[config.mk]
export PLATFORM = sky130hd
export DESIGN_NAME = inst_queue_dual
export DESIGN_NICKNAME = d
export VERILOG_FILES = /design/src/rtl/inst_queue_dual.sv
export SDC_FILE = /design/constraint.sdc
export NUM_CORES = 2
export LEC_CHECK = 0
export CORE_MARGIN = 4
export CORE_UTILIZATION = 55
export CTS_CLUSTER_DIAMETER = 30
export DETAILED_ROUTE_END_ITERATION = 8
export HOLD_SLACK_MARGIN = 0.08
export PLACE_DENSITY = 0.75
export SLEW_MARGIN = 20
export SYNTH_ARGS = -nofsm -noshare
export SYNTH_HDL_FRONTEND = slang
export SYNTH_SLANG_ARGS = --single-unit
[constraint.sdc]
create_clock -name clk_in -period 10.9 [get_ports clk_in]
set_input_delay 2.18 -clock clk_in [delete_from_list [all_inputs] [get_ports clk_in]]
set_output_delay 2.18 -clock clk_in [all_outputs]
set_load 0.1 [all_outputs]
[src/rtl/inst_queue_dual.sv]
// rtl/inst_queue_dual.sv - dual-entry push/pop instruction queue between fetch and decode
// Optional same-cycle bypass into an empty queue with macro IQ_BYPASS_EN.
module inst_queue_dual #(
    parameter int INST_W      = 32,
    parameter int ADDR_W      = 32,
    parameter int DEPTH       = 16,
    parameter int FULL_MARGIN = 2
) (
    input  logic                       clk_in,
    input  logic                       rst_in,
    input  logic                       rdy_in,
    input  logic                       flush_in,
    input  logic [1:0]                 push_cnt_in,
    input  logic [INST_W-1:0]          inst0_in,
    input  logic [ADDR_W-1:0]          pc0_in,
    input  logic [INST_W-1:0]          inst1_in,
    input  logic [ADDR_W-1:0]          pc1_in,
    output logic                       full_out,
    input  logic [1:0]                 pop_cnt_in,
    output logic [INST_W-1:0]          inst0_out,
    output logic [ADDR_W-1:0]          pc0_out,
    output logic                       vld0_out,
    output logic [INST_W-1:0]          inst1_out,
    output logic [ADDR_W-1:0]          pc1_out,
    output logic                       vld1_out,
    output logic [$clog2(DEPTH):0]     count_out,
    output logic                       ovf_out
);

    localparam int PTR_W = $clog2(DEPTH);
    localparam int CNT_W = PTR_W + 1;
    localparam logic [CNT_W-1:0] DEPTH_C  = CNT_W'(DEPTH);
    localparam logic [CNT_W-1:0] ONE_C    = CNT_W'(1);
    localparam logic [CNT_W-1:0] TWO_C    = CNT_W'(2);
    localparam logic [31:0]      FULL_THR = 32'(2 + FULL_MARGIN);

    logic [INST_W-1:0] inst_mem [DEPTH];
    logic [ADDR_W-1:0] pc_mem   [DEPTH];

    logic [PTR_W-1:0] head_q;
    logic [PTR_W-1:0] tail_q;
    logic [CNT_W-1:0] count_q;
    logic             ovf_q;

    logic [CNT_W-1:0] push_req;
    logic [CNT_W-1:0] pop_req;
    logic [CNT_W-1:0] free_slots;
    logic [CNT_W-1:0] push_acc;
    logic [CNT_W-1:0] pop_acc;
    logic             push_ovf;
    logic             active;
    logic             we0;
    logic             we1;
    logic [PTR_W-1:0] wr1_ptr;
    logic [PTR_W-1:0] rd1_ptr;
    logic             byp_act;

    // Encoding 3 on either count input behaves as 2.
    assign push_req   = (push_cnt_in == 2'd3) ? TWO_C : CNT_W'(push_cnt_in);
    assign pop_req    = (pop_cnt_in  == 2'd3) ? TWO_C : CNT_W'(pop_cnt_in);
    assign free_slots = DEPTH_C - count_q;
    assign push_ovf   = push_req > free_slots;
    assign push_acc   = push_ovf ? free_slots : push_req;
    assign active     = rdy_in && !flush_in;
    assign wr1_ptr    = tail_q + PTR_W'(1);
    assign rd1_ptr    = head_q + PTR_W'(1);

`ifdef IQ_BYPASS_EN
    assign byp_act = active && (count_q == '0);
`else
    assign byp_act = 1'b0;
`endif

    // In bypass the decoder may consume entries that never land in storage.
    always_comb begin
        pop_acc = (pop_req > count_q) ? count_q : pop_req;
        if (byp_act) begin
            pop_acc = (pop_req > push_acc) ? push_acc : pop_req;
        end
    end

    // Pushed entries sit at tail/tail+1 even when a bypassed older one was popped.
    always_comb begin
        we0 = active && (push_acc >= ONE_C);
        we1 = active && (push_acc >= TWO_C);
        if (byp_act) begin
            we0 = we0 && (pop_acc < ONE_C);
            we1 = we1 && (pop_acc < TWO_C);
        end
    end

    always_ff @(posedge clk_in or posedge rst_in) begin
        if (rst_in) begin
            head_q  <= '0;
            tail_q  <= '0;
            count_q <= '0;
            ovf_q   <= 1'b0;
        end else if (rdy_in) begin
            if (flush_in) begin
                head_q  <= '0;
                tail_q  <= '0;
                count_q <= '0;
            end else begin
                head_q  <= head_q + PTR_W'(pop_acc);
                tail_q  <= tail_q + PTR_W'(push_acc);
                count_q <= count_q + push_acc - pop_acc;
                if (push_ovf) begin
                    ovf_q <= 1'b1;
                end
            end
        end
    end

    always_ff @(posedge clk_in) begin
        if (we0) begin
            inst_mem[tail_q] <= inst0_in;
            pc_mem[tail_q]   <= pc0_in;
        end
        if (we1) begin
            inst_mem[wr1_ptr] <= inst1_in;
            pc_mem[wr1_ptr]   <= pc1_in;
        end
    end

    always_comb begin
        vld0_out  = count_q >= ONE_C;
        vld1_out  = count_q >= TWO_C;
        inst0_out = inst_mem[head_q];
        pc0_out   = pc_mem[head_q];
        inst1_out = inst_mem[rd1_ptr];
        pc1_out   = pc_mem[rd1_ptr];
        if (byp_act) begin
            vld0_out  = push_req >= ONE_C;
            vld1_out  = push_req >= TWO_C;
            inst0_out = inst0_in;
            pc0_out   = pc0_in;
            inst1_out = inst1_in;
            pc1_out   = pc1_in;
        end
    end

    assign count_out = count_q;
    assign full_out  = 32'(free_slots) < FULL_THR;
    assign ovf_out   = ovf_q;

endmodule

# After elaboration in Yosys (flattened, before gate mapping)
# Memory sizes are Yosys's and may differ from the RTL's.
# Index checks and enable logic that the tools add are counted.
# totals
out_inout_bits,137
romBits,0
in_bits,136
word_cells,39
register_bits,14
mem_bits_rw,1024
latchBits,0
n_memories,2
# op_classes
n_mux,11
add_sub_neg,7
multipliers,0
n_eq_ne,2
div_mod_pow,0
order_cmp,7
reduce_logical,5
shift,0
bitwise,1
# mem_list
memory,words,width,rd,rd_ports_with_merged_regs,wr,line,rtl
inst_mem,16,32,2,0,2,37,logic [INST_W-1:0] inst_mem [DEPTH];
pc_mem,16,32,2,0,2,38,logic [ADDR_W-1:0] pc_mem [DEPTH];
# ops
operator,count
two-way mux 5 bit,3
"greater-or-equal comparator 5 x 1 -> 1 bit, second input constant",2
"greater-or-equal comparator 5 x 2 -> 1 bit, second input constant",2
greater-than comparator 2 x 5 -> 1 bit,2
"adder 4 x 1 -> 4 bit, second input constant",2
adder 4 bit,2
two-way mux 4 bit,2
adder 5 bit,1
"< comparator 5 x 3 -> 1 bit, second input constant",1
subtractor 5 bit,1
"subtractor 5 bit, first input constant",1
"== test 2 bit, second input constant",2
two-way mux 1 bit,4
two-way mux 2 bit,2
logical AND 1 bit,3
AND reduction 3 bit,1
logical NOT 1 bit,1
inverter 1 bit,1

# Logic depth before layout (Yosys ltp)
# logic_depth
depth_word,8
ltp_mapped,21
ltp_nobuf,19

# Worst setup path before layout
# Ideal clock, no wire load.
# synth_timing
path_kind,input-to-reg
from,input port push_cnt_in[1]
to,memory inst_mem[0][0] (enable)
n_path_buf,2
setup_slack_ns,-0.079
path_stages,9
t_arrival_ns,10.318
setup_time_ns,0.661
t_required_ns,10.239
path_cell_list,clkbuf_1 > nand2b_1 > ha_1 > nand2_1 > o21ai_0 > a221oi_4 > buf_6 > mux2_2 > o41ai_1
# synth_lines
item,line,rtl
from (decl),13,"input logic [1:0] push_cnt_in,"
to (decl),37,

# Worst setup path after layout
# layout_timing
from,register head_q[1]
to,output port pc1_out[29]
# layout_via
elab_chain_cells,2
# layout_lines
item,line,rtl
from (decl),40,logic [PTR_W-1:0] head_q;
from (signal assigned),104,head_q <= head_q + PTR_W'(pop_acc);
adder 4 x 1 -> 4 bit,66,assign rd1_ptr = head_q + PTR_W'(1);
memory read (16 x 32 bit),--,
to (decl),24,"output logic [ADDR_W-1:0] pc1_out,"
# Every way passes these cells.

==> impl_results.md <==
- Outcome: finished, final reports clean
- Synthesized cell area: roughly 62000 um^2
- Critical path type: reg -> out
- Dpl hpwl: 105400 um
- Post-CTS Resized: 0
- I/O pin cnt: approximately 270
- CP peak stage delay: between 1 and 1.5 ns
- Via Count: ~38000
- Gpl congestion: 0.8499
- CTS tree: done
- Crit path time final: 8.530 ns
- Worst-case clock buffer depth: 3
- Detail Route Antenna Nets: 0
- Post-CTS Hold Buffers: 0
- Number of I/O port buffers: roughly 270
- 1st-pass router iterations: 6
- Post-layout util: around 66%
- Clk slew on worst S/H paths: about 0.05 ns
- Worst slew pin tran: 1.155 ns
- Fin nets: roughly 3800
- Post-synthesis sequential area ratio: 49.76%
- RSZ-0062 raised after global routing: false
- Grt total ovfl: 0
- Worst Setup Slack, final: 2.370 ns
- Via density: just over 7
- DRT Wirelength: approximately 190000 um
- Beginning of the worst hold path: ovf_out
- NetSw: between 8 and 9 mW
- Final Cycle Share: 78.26%
- Die Ht: between 300 and 400 um
- Leakage: 25.52 nW
- Syn avg cell area: about 18 um^2
- Initial antenna violation count: 32
- Total Routing Usage GR: 31.36%
- Yosys reg bits: 1038
- Core area: approximately 110000 um^2
- Layout cell share with drive strength beyond 1: 47.57%
- Clk_skew: 0.02398 ns
- Warnings from Yosys: 0
- 1st-iter DRT viols: 5246
- Top post-synthesis cells by area: edfxtp_1, mux4_2, mux2_4, mux2_2, mux2_1
- Sink Count: about 1000
- Relative slew slack: 21.32%
- Source of the critical timing path: head_q[1]
- Area grow syn2layout: 18.19%
- Syn Inst Count: 3462
- Largest net degree at the start of global routing: about 150
- Count leader, synth: edfxtp_1
- Top achievable clock speed: between 100 and 150 MHz
- Sequential Area: about 31000 um^2
- HP Class: reg -> reg
- Fraction of registers with async set/reset: 1.349%
- Synth top cells by count: edfxtp_1, mux4_2, mux2_4, mux2_2, mux2_1
- Sequential power share: 22.7%
- Total die area: 119100 um^2
- DRC viols: 0
- CP startpoint kind: flop
- Slew Limit Fails: 0
- Synth cell types: 47
- Overall Power: 20.99 mW
- Htree depth: 4
- CP Data Arrival Time: around 6.4 ns
- Worst reg2reg path startpoint: count_out[0]
- Vias in the first global route: 39380
- Setup TNS: 0 ns
- Sw frac: slightly above 40%
- Die X: 345.1 um
- CP dominant cell by count: buf_4
- CTS Root Cell: clkbuf_16
- Post-route insts no fill: 5368
- Cell Int Power: 12.38 mW
- CP max FO: 54
- Crit-path cells: inv_1 -> nor2_4 -> buf_4 -> nand2_1 -> xnor2_4 -> buf_4 -> mux4_2 -> clkdlybuf4s50_1
- Peak VDD IR: 0.5342 mV
- Area used by multi-input combinational logic: slightly below 30000 um^2
- Yosys top cell by area: edfxtp_1
- Combinational Power Share: 44.3%
- Post-CTS Setup Bufs: 0
- Final hold slack: 0.4693 ns
- # setup viols final: 0
- PwrDens: 284.2 nW/um^2
- Worst EP required: 8.72 ns
- EDFF count, synth: 1024
- Total CTS buffers: roughly 230
- CP Capture Type: primary output
- FP Rows: 123
- Top_reg_cell synth: edfxtp_1
- First-pass GRT wire length: around 270000 um
- CP delay by family, top: buffers and inverters
- FILL cells: 7353
- Initial Util: 55.47%
- Routed len/inst: ~35 um
- Crit path max-delay cell type: clkdlybuf4s50_1
- CP Buf/Inv Count: 4
- Pre-CTS WS: approximately 3.4 ns
- Placed cell count: 4908
- Clk pwr share: 33.1%
- Area fraction of the dominant cell type after synthesis: 49.20%
- Max cap viols: 0
- Placed instance area: 65880 um^2
- Hold Fails Final Rpt: 0
- Worst-Skew Late Latency: 0.84 ns
- Post-Layout Inst Area: 73860 um^2
power by group through the flow:
stage | sequential (mW) | combinational [mW] | clock, mW
global route | 4.78 | 9.57 | 7.19
floorplan | 4.80 | 6.92 | 0
global placement | 4.81 | 9.15 | 0
detailed placement | 4.83 | 9.20 | 0
finish | 4.76 | 9.29 | 6.94
CTS | 4.76 | 9.26 | 6.98
cell families after synthesis:
kind of cell | share of synthesized area (%)
XOR/XNOR | 0.08210
other | 0.006001
flip-flops | 49.76
multiplexers | 43.06
AND/OR/NAND/NOR | 0.7168
buffers and inverters | 3.824
AO/OA/AOI/OAI | 1.994
adder cells (fa/ha/maj) | 0.5486
registers in the layout, indices dropped and copies added (netlist names):
register,cells
count_out,5
head_q,4
inst_mem,512
ovf_out,1
pc_mem,512
tail_q,4
final cells by class:
class / count / area share [%]
multi-input combinational: 1998 / 39.80
sequential: 1038 / 42.12
tap: 1500 / 2.541
clock buffer: 259 / 7.997
inverter: 23 / 0.1203
timing repair buffer: 352 / 4.699
antenna: 23 / 0.07792
clock inverter: 175 / 2.644
worst paths after layout:
kind                                          to  slack, ns  cells after the start
max in group asynchronous              head_q[0]       8.63                      2
min in group asynchronous              head_q[1]       1.77                      2
worst max register to register  inst_mem[10][11]       5.08                     12
worst max-delay path                 pc1_out[29]       2.37                      8
worst min register to register           ovf_out       0.47                      1
worst min-delay path                     ovf_out       0.47                      1
layout by cell type (no fill, tap or decap), types with 7 or more instances in the layout:
master,count
a21o_1,9
a21oi_1,40
a221oi_1,33
a22oi_1,32
buf_12,8
buf_4,69
bufinv_16,30
clkbuf_1,27
clkbuf_16,232
clkdlybuf4s50_1,272
clkinv_1,39
clkinv_2,43
clkinv_4,13
clkinvlp_4,31
dfrtp_1,10
diode_2,23
edfxtp_1,1024
ha_1,20
inv_1,21
inv_6,7
mux2_1,266
mux2_2,340
mux2_4,427
mux2i_1,67
mux2i_4,9
mux4_2,574
nand2_1,22
nand3_1,12
nor2_1,32
nor2b_1,11
o21ai_0,40
o22ai_1,8
o31ai_4,7
per-layer routing:
layer / global-route usage, % / vias to the layer above / share of wire [%] / wire [um]
li1: - / 14900 / - / -
met1: 41.41 / 20120 / 36 / 68940
met2: 49.04 / 2674 / 48 / 90480
met3: 9.585 / 466 / 12 / 22480
met4: 12.55 / 16 / 4.0 / 7582
met5: 0 / - / 0.060 / 113
Power figures use the tool's default switching activity.
